[src/rtl/cpu_pkg.sv]
`default_nettype none
// ============================================================================
// Module : cpu_pkg
// Brief  : Shared types and encodings for the RV32I single-cycle execute core.
// Rev    : 1.0 - initial release
// ============================================================================
package cpu_pkg;

    typedef logic [31:0] Word;
    typedef logic [4:0]  RegAddress;

    typedef enum logic [3:0] {
        ALU_ADD, ALU_SUB, ALU_SLL, ALU_SLT, ALU_SLTU,
        ALU_XOR, ALU_SRL, ALU_SRA, ALU_OR,  ALU_AND
    } AluOp;

    localparam logic [6:0] OPC_OP     = 7'b0110011;
    localparam logic [6:0] OPC_OP_IMM = 7'b0010011;
    localparam logic [6:0] OPC_SYSTEM = 7'b1110011;

    localparam logic [2:0] F3_ADD  = 3'b000;
    localparam logic [2:0] F3_SLL  = 3'b001;
    localparam logic [2:0] F3_SLT  = 3'b010;
    localparam logic [2:0] F3_SLTU = 3'b011;
    localparam logic [2:0] F3_XOR  = 3'b100;
    localparam logic [2:0] F3_SR   = 3'b101;
    localparam logic [2:0] F3_OR   = 3'b110;
    localparam logic [2:0] F3_AND  = 3'b111;

    localparam logic [6:0] F7_ZERO = 7'b0000000;
    localparam logic [6:0] F7_ALT  = 7'b0100000;

    localparam Word EBREAK_INSTR = 32'h0010_0073;

    typedef struct packed {
        AluOp      op;
        RegAddress rd;
        RegAddress rs1;
        RegAddress rs2;
        logic      has_imm;
        Word       imm;
        logic      ebreak;
        logic      illegal;
    } Instruction;

endpackage
`default_nettype wire

[src/rtl/alu.sv]
`default_nettype none
// ============================================================================
// Module : alu
// Brief  : RV32I integer ALU; shifts use the low 5 bits of operand B.
// Rev    : 1.0 - initial release
// ============================================================================
module alu
    import cpu_pkg::*;
(
    input  AluOp i_op,
    input  Word  i_a,
    input  Word  i_b,
    output Word  o_y
);

    logic [4:0] w_shamt;
    assign w_shamt = i_b[4:0];

    always_comb begin
        o_y = '0;
        case (i_op)
            ALU_ADD:  o_y = i_a + i_b;
            ALU_SUB:  o_y = i_a - i_b;
            ALU_SLL:  o_y = i_a << w_shamt;
            ALU_SLT:  o_y = {31'b0, $signed(i_a) < $signed(i_b)};
            ALU_SLTU: o_y = {31'b0, i_a < i_b};
            ALU_XOR:  o_y = i_a ^ i_b;
            ALU_SRL:  o_y = i_a >> w_shamt;
            ALU_SRA:  o_y = Word'($signed(i_a) >>> w_shamt);
            ALU_OR:   o_y = i_a | i_b;
            ALU_AND:  o_y = i_a & i_b;
            default:  o_y = '0;
        endcase
    end

endmodule
`default_nettype wire

[src/rtl/instruction_decoder.sv]
`default_nettype none
// ============================================================================
// Module : instruction_decoder
// Brief  : Raw RV32 word -> decoded Instruction for the supported OP/OP-IMM/EBREAK set.
// Rev    : 1.0 - initial release
// ============================================================================
module instruction_decoder
    import cpu_pkg::*;
(
    input  logic [31:0] i_instr,
    output Instruction  o_dec
);

    logic [6:0] w_opcode;
    logic [2:0] w_funct3;
    logic [6:0] w_funct7;

    assign w_opcode = i_instr[6:0];
    assign w_funct3 = i_instr[14:12];
    assign w_funct7 = i_instr[31:25];

    always_comb begin
        o_dec         = '0;
        o_dec.op      = ALU_ADD;
        o_dec.rd      = i_instr[11:7];
        o_dec.rs1     = i_instr[19:15];
        o_dec.rs2     = i_instr[24:20];
        o_dec.imm     = {{20{i_instr[31]}}, i_instr[31:20]};
        o_dec.illegal = 1'b1;
        case (w_opcode)
            OPC_OP: begin
                o_dec.illegal = 1'b0;
                case (w_funct3)
                    F3_ADD:  o_dec.op = (w_funct7 == F7_ALT) ? ALU_SUB : ALU_ADD;
                    F3_SLL:  o_dec.op = ALU_SLL;
                    F3_SLT:  o_dec.op = ALU_SLT;
                    F3_SLTU: o_dec.op = ALU_SLTU;
                    F3_XOR:  o_dec.op = ALU_XOR;
                    F3_SR:   o_dec.op = (w_funct7 == F7_ALT) ? ALU_SRA : ALU_SRL;
                    F3_OR:   o_dec.op = ALU_OR;
                    F3_AND:  o_dec.op = ALU_AND;
                endcase
                // Only ADD/SUB and SRL/SRA accept the alternate funct7.
                if (w_funct7 != F7_ZERO &&
                    !(w_funct7 == F7_ALT && (w_funct3 == F3_ADD || w_funct3 == F3_SR)))
                    o_dec.illegal = 1'b1;
            end
            OPC_OP_IMM: begin
                o_dec.illegal = 1'b0;
                o_dec.has_imm = 1'b1;
                case (w_funct3)
                    F3_ADD:  o_dec.op = ALU_ADD;
                    F3_SLL: begin
                        o_dec.op      = ALU_SLL;
                        o_dec.illegal = (w_funct7 != F7_ZERO);
                    end
                    F3_SLT:  o_dec.op = ALU_SLT;
                    F3_SLTU: o_dec.op = ALU_SLTU;
                    F3_XOR:  o_dec.op = ALU_XOR;
                    F3_SR: begin
                        o_dec.op      = (w_funct7 == F7_ALT) ? ALU_SRA : ALU_SRL;
                        o_dec.illegal = (w_funct7 != F7_ZERO) && (w_funct7 != F7_ALT);
                    end
                    F3_OR:   o_dec.op = ALU_OR;
                    F3_AND:  o_dec.op = ALU_AND;
                endcase
            end
            OPC_SYSTEM: begin
                if (i_instr == EBREAK_INSTR) begin
                    o_dec.ebreak  = 1'b1;
                    o_dec.illegal = 1'b0;
                end
            end
            default: ;
        endcase
    end

endmodule
`default_nettype wire

[src/rtl/register_file.sv]
`default_nettype none
// ============================================================================
// Module : register_file
// Brief  : 2R+1W+debug-read register file, x0 hardwired to zero, async clear.
// Rev    : 1.0 - initial release
// ============================================================================
module register_file
    import cpu_pkg::*;
#(
    parameter int XLEN  = 32,
    parameter int NREGS = 32
) (
    input  logic            clk,
    input  logic            rst_n,
    input  logic            i_we,
    input  RegAddress       i_waddr,
    input  logic [XLEN-1:0] i_wdata,
    input  RegAddress       i_raddr_a,
    output logic [XLEN-1:0] o_rdata_a,
    input  RegAddress       i_raddr_b,
    output logic [XLEN-1:0] o_rdata_b,
    input  RegAddress       i_dbg_addr,
    output logic [XLEN-1:0] o_dbg_data
);

    logic [XLEN-1:0] w_view [NREGS];

    assign w_view[0] = '0;

    for (genvar i = 1; i < NREGS; i++) begin : g_reg
        logic [XLEN-1:0] data_q;
        logic [XLEN-1:0] data_d;

        always_comb begin
            data_d = data_q;
            if (i_we && i_waddr == RegAddress'(i))
                data_d = i_wdata;
        end

        always_ff @(posedge clk or negedge rst_n) begin
            if (!rst_n) data_q <= '0;
            else        data_q <= data_d;
        end

        assign w_view[i] = data_q;
    end

    assign o_rdata_a  = w_view[i_raddr_a];
    assign o_rdata_b  = w_view[i_raddr_b];
    assign o_dbg_data = w_view[i_dbg_addr];

endmodule
`default_nettype wire

[src/rtl/cpu_core.sv]
`default_nettype none
// ============================================================================
// Module : cpu_core
// Brief  : Single-cycle RV32I execute core: decoder + register file + ALU + halt flag.
// Rev    : 1.0 - initial release
// ============================================================================
module cpu_core
    import cpu_pkg::*;
#(
    parameter int XLEN  = 32,
    parameter int NREGS = 32
) (
    input  logic            clk,
    input  logic            rst_n,
    input  logic [31:0]     instr,
    output logic [XLEN-1:0] result,
    output logic            ebreak,
    output logic            illegal,
    output logic            halted,
    input  logic [4:0]      dbg_addr,
    output logic [XLEN-1:0] dbg_data
);

    Instruction w_dec;
    Word        w_rs1_data;
    Word        w_rs2_data;
    Word        w_op_b;
    Word        w_alu_y;
    logic       w_alu_valid;
    logic       w_we;
    logic       halted_q;
    logic       halted_d;

    instruction_decoder u_dec (
        .i_instr (instr),
        .o_dec   (w_dec)
    );

    register_file #(
        .XLEN  (XLEN),
        .NREGS (NREGS)
    ) u_rf (
        .clk        (clk),
        .rst_n      (rst_n),
        .i_we       (w_we),
        .i_waddr    (w_dec.rd),
        .i_wdata    (result),
        .i_raddr_a  (w_dec.rs1),
        .o_rdata_a  (w_rs1_data),
        .i_raddr_b  (w_dec.rs2),
        .o_rdata_b  (w_rs2_data),
        .i_dbg_addr (dbg_addr),
        .o_dbg_data (dbg_data)
    );

    assign w_op_b = w_dec.has_imm ? w_dec.imm : w_rs2_data;

    alu u_alu (
        .i_op (w_dec.op),
        .i_a  (w_rs1_data),
        .i_b  (w_op_b),
        .o_y  (w_alu_y)
    );

    // EBREAK and illegal words report a zero result and never write back.
    assign w_alu_valid = !w_dec.illegal && !w_dec.ebreak;
    assign result      = w_alu_valid ? w_alu_y : '0;
    assign w_we        = w_alu_valid && (w_dec.rd != '0) && !halted_q;
    assign ebreak      = w_dec.ebreak;
    assign illegal     = w_dec.illegal;

    always_comb begin
        halted_d = halted_q | w_dec.ebreak;
    end

    always_ff @(posedge clk or negedge rst_n) begin
        if (!rst_n) halted_q <= 1'b0;
        else        halted_q <= halted_d;
    end

    assign halted = halted_q;

endmodule
`default_nettype wire

[config.mk]
export PLATFORM = sky130hd
export DESIGN_NAME = cpu_core
export DESIGN_NICKNAME = d
export VERILOG_FILES = /design/src/rtl/cpu_pkg.sv /design/src/rtl/alu.sv /design/src/rtl/instruction_decoder.sv /design/src/rtl/register_file.sv /design/src/rtl/cpu_core.sv
export SDC_FILE = /design/constraint.sdc
export NUM_CORES = 2
export LEC_CHECK = 0
export ABC_CLOCK_PERIOD_IN_PS = 16700
export CELL_PAD_IN_SITES_DETAIL_PLACEMENT = 1
export CELL_PAD_IN_SITES_GLOBAL_PLACEMENT = 1
export CORE_MARGIN = 5
export CORE_UTILIZATION = 30
export DETAILED_ROUTE_END_ITERATION = 7
export MAX_ROUTING_LAYER = met4
export PLACE_DENSITY_LB_ADDON = 0.1
export SLEW_MARGIN = 20
export SYNTH_ARGS = -nofsm -noshare
export SYNTH_HDL_FRONTEND = slang
export SYNTH_SLANG_ARGS = --single-unit
[constraint.sdc]
create_clock -name clk -period 16.7 [get_ports clk]
set_input_delay 5.01 -clock clk [delete_from_list [all_inputs] [get_ports clk]]
set_output_delay 5.01 -clock clk [all_outputs]
set_load 0.1 [all_outputs]
==> out/metrics.cfg <==
[sta]
worstMarginPinSlew_ns=1.18
hold_slack_ns=0.531
max_freq_mhz=60.4
min_period_ns=16.55
rsz0062_at_grt=no
skew_ns=0.0385
setup_viol=0
min_period_over_period=0.991
relSlewSlack=0.212
hold_viol=0
drv_slew=0
fin_setup_tns_ns=0

[grt]
use_met1=0.408
antenna_found_initial=21
grt_pass1_wl_um=503000
grt_pass1_vias=60501
grt_start_max_net_pins=145
grt_use_total=0.299
overflow=0
use_met2=0.453
grt.met3_usage=0.0521
grt.busiest_layer=met2

[clock_tree]
cts_made_buffers=117
clockRootBuffer=clkbuf_16
clockBufferDepth=3
cts.clk_slew.worst_paths_ns=0.06
insertion_delay_ns=0.77
ctsHoldBuffers=0
clkSinkCount=993
tritoncts=built
htree_levels=3

[hold_path]
hold-path-cell-count=2
hold_class=reg -> reg

[placement]
dp_cells=9572
io_buffers=105
hpwl_um=246000
place_congestion=0.940
place_area_mm2=0.0760

[floorplanning]
fp.dieH_um=492
io_pins=106
die_width_um=492
fp-row-count=176
core_area_mm2=0.230
dieArea_mm2=0.242
initial_core_util=0.302

[synthesis]
syn_area_mm2=0.0696
synth_compound_gate_area_share=0.156
yosysWarnings=0
synth-edff-count=0
netlist.area_leader.share=0.357
ys_seq_area_frac=0.357
ys_ff_latch=993
synth_area_leaders=dfrtp_1 (36%), mux4_2 (22%), a21oi_1 (5.7%)
synth_commonest_cells=dfrtp_1 (993), nor2_1 (891), a21oi_1 (798)
synth_top_cell_by_area=dfrtp_1
syn_nets=6801
yosys.area_share.simple=0.107
synth.most_common_cell=dfrtp_1
synthMuxAreaShare=0.309
async_flop_share=1.00
syn_avg_cell_area_um2=10.4
synthAdderAreaFrac=0.0184
ys.flop_type=dfrtp_1
synth_cells=6661
synth_xor_area_frac=0.000755
synth_top_family_by_area=multiplexers
synth.distinct_cells=105

[layout]
final_cells=9798
final_cell_area_mm2=0.0800
nFillCells=25384
final_layout_size_suffix_gt1_frac=0.269
fin_util=0.347
fin_nets=6805
area_growth_pct=14.9

[power]
p_per_area_mw_per_mm2=80.8
p_leak_uw=0.0337
peakVddDrop_mv=0.0812

[critical_path]
crit_path_max_fanout=27
critPathArrivalTime_ns=11.54
cp-start-kind=input port
cp.required_ns=11.69
worstSetupPathType=in -> out
endpoint_kind=output port
reg2regPathDepth=25

[route]
viasPerCell=6.13
drc=0
drt_iter0_drc=5915
drt_wl_total_um=360000
ant_nets=0
routedWlPerCell_um=36.7
drtPass1Iterations=5
num_vias=60043

[run_status]
outcome=completed

[job]
maxCapViolCount=0

## kinds of logic after synthesis
kind of cell    after synthesis
compound gates             1794
xor+xnor                      6
fa+ha+maj                   101
buf+inv                     780
flops                       993
mux                        1256
simple gates               1731
## final timing paths
path	from	end	slack, ns
setup / recovery	instr[15]	result[21]	0.15
hold / removal	u_rf.g_reg[9].data_q[24]$_DFFE_PN0P_	u_rf.g_reg[9].data_q[24]$_DFFE_PN0P_	0.53
setup reg to reg	u_rf.g_reg[26].data_q[0]$_DFFE_PN0P_	u_rf.g_reg[3].data_q[12]$_DFFE_PN0P_	9.92
hold reg to reg	u_rf.g_reg[9].data_q[24]$_DFFE_PN0P_	u_rf.g_reg[9].data_q[24]$_DFFE_PN0P_	0.53
max in group asynchronous	rst_n	u_rf.g_reg[21].data_q[26]$_DFFE_PN0P_	9.59
min in group asynchronous	rst_n	u_rf.g_reg[15].data_q[11]$_DFFE_PN0P_	4.25
## sequential cells by signal, indices dropped and copies added (netlist names)
signal         cells
u_rf.g.data_q    992
halted             1
## layout make-up
class                   count  area [um2]  share of cell area
multi-input cells        4888       41700               0.521
clock inverters            42         428             0.00535
flip-flops and latches    993       24800               0.311
well taps                3026        3790              0.0474
diodes                     12        30.0            0.000376
inverters                 110         418             0.00523
repair buffers            555        5350              0.0669
clock buffers             172        3450              0.0431
## per-stage QoR
stage          setup WS, ns  power, uW
6_report              0.147       6460
5_1_grt              0.0175       6680
4_1_cts              0.0228       6500
3_5_place_dp        -0.0866       3820
3_3_place_gp         -0.137       3820
2_1_floorplan        -0.195       3230
## power by group
group	total [uW]	switching, uW	internal, uW
Clock	2660	1130	1530
Combinational	1290	864	428
Sequential	2510	54.0	2450
Total	6460	2050	4410
## layer usage
layer / up-vias / part of all wire
li1: 24942 / -
met1: 32267 / 0.44
met2: 2330 / 0.45
met3: 504 / 0.070
met4: 0 / 0.037
met5: - / 0
## cells in the final DEF (no fill, tap or decap), drive strengths merged, types with 80 or more instances in the layout
master,synthesis,final
dfrtp,993,993
nor2,896,896
a21oi,801,801
mux4,686,686
buf,292,499
nand2,485,485
o21ai,401,401
mux2i,308,308
mux2,262,262
clkbuf,378,172
inv,110,111
ha,99,99
a22oi,80,80
## critical path, cell delays in order
cell	delay (ns)
buf_8	0.28
buf_4	0.45
mux4_2	0.57
a32oi_1	0.22
o21ai_0	0.16
a311oi_2	0.67
inv_1	0.21
ha_1	0.46
o21a_1	0.15
o21ai_0	0.09
nand2_1	0.09
nand2_1	0.19
a211oi_1	0.79
o21ai_1	0.26
buf_4	0.21
nand2_1	0.10
buf_4	0.11
o221ai_1	0.10
o21ai_0	0.18
buf_4	0.19
o311ai_1	0.22
nor2_4	0.27
buf_12	0.18
nor2_2	0.06
buf_12	0.21
## repair_timing
action | CTS | global route
gates resized for setup | 1 | 6
setup endpoints to repair | 3 | 9
setup buffers | 0 | 0
endpoints found under the hold margin | 0 | 0
Power figures use the tool's default switching activity.
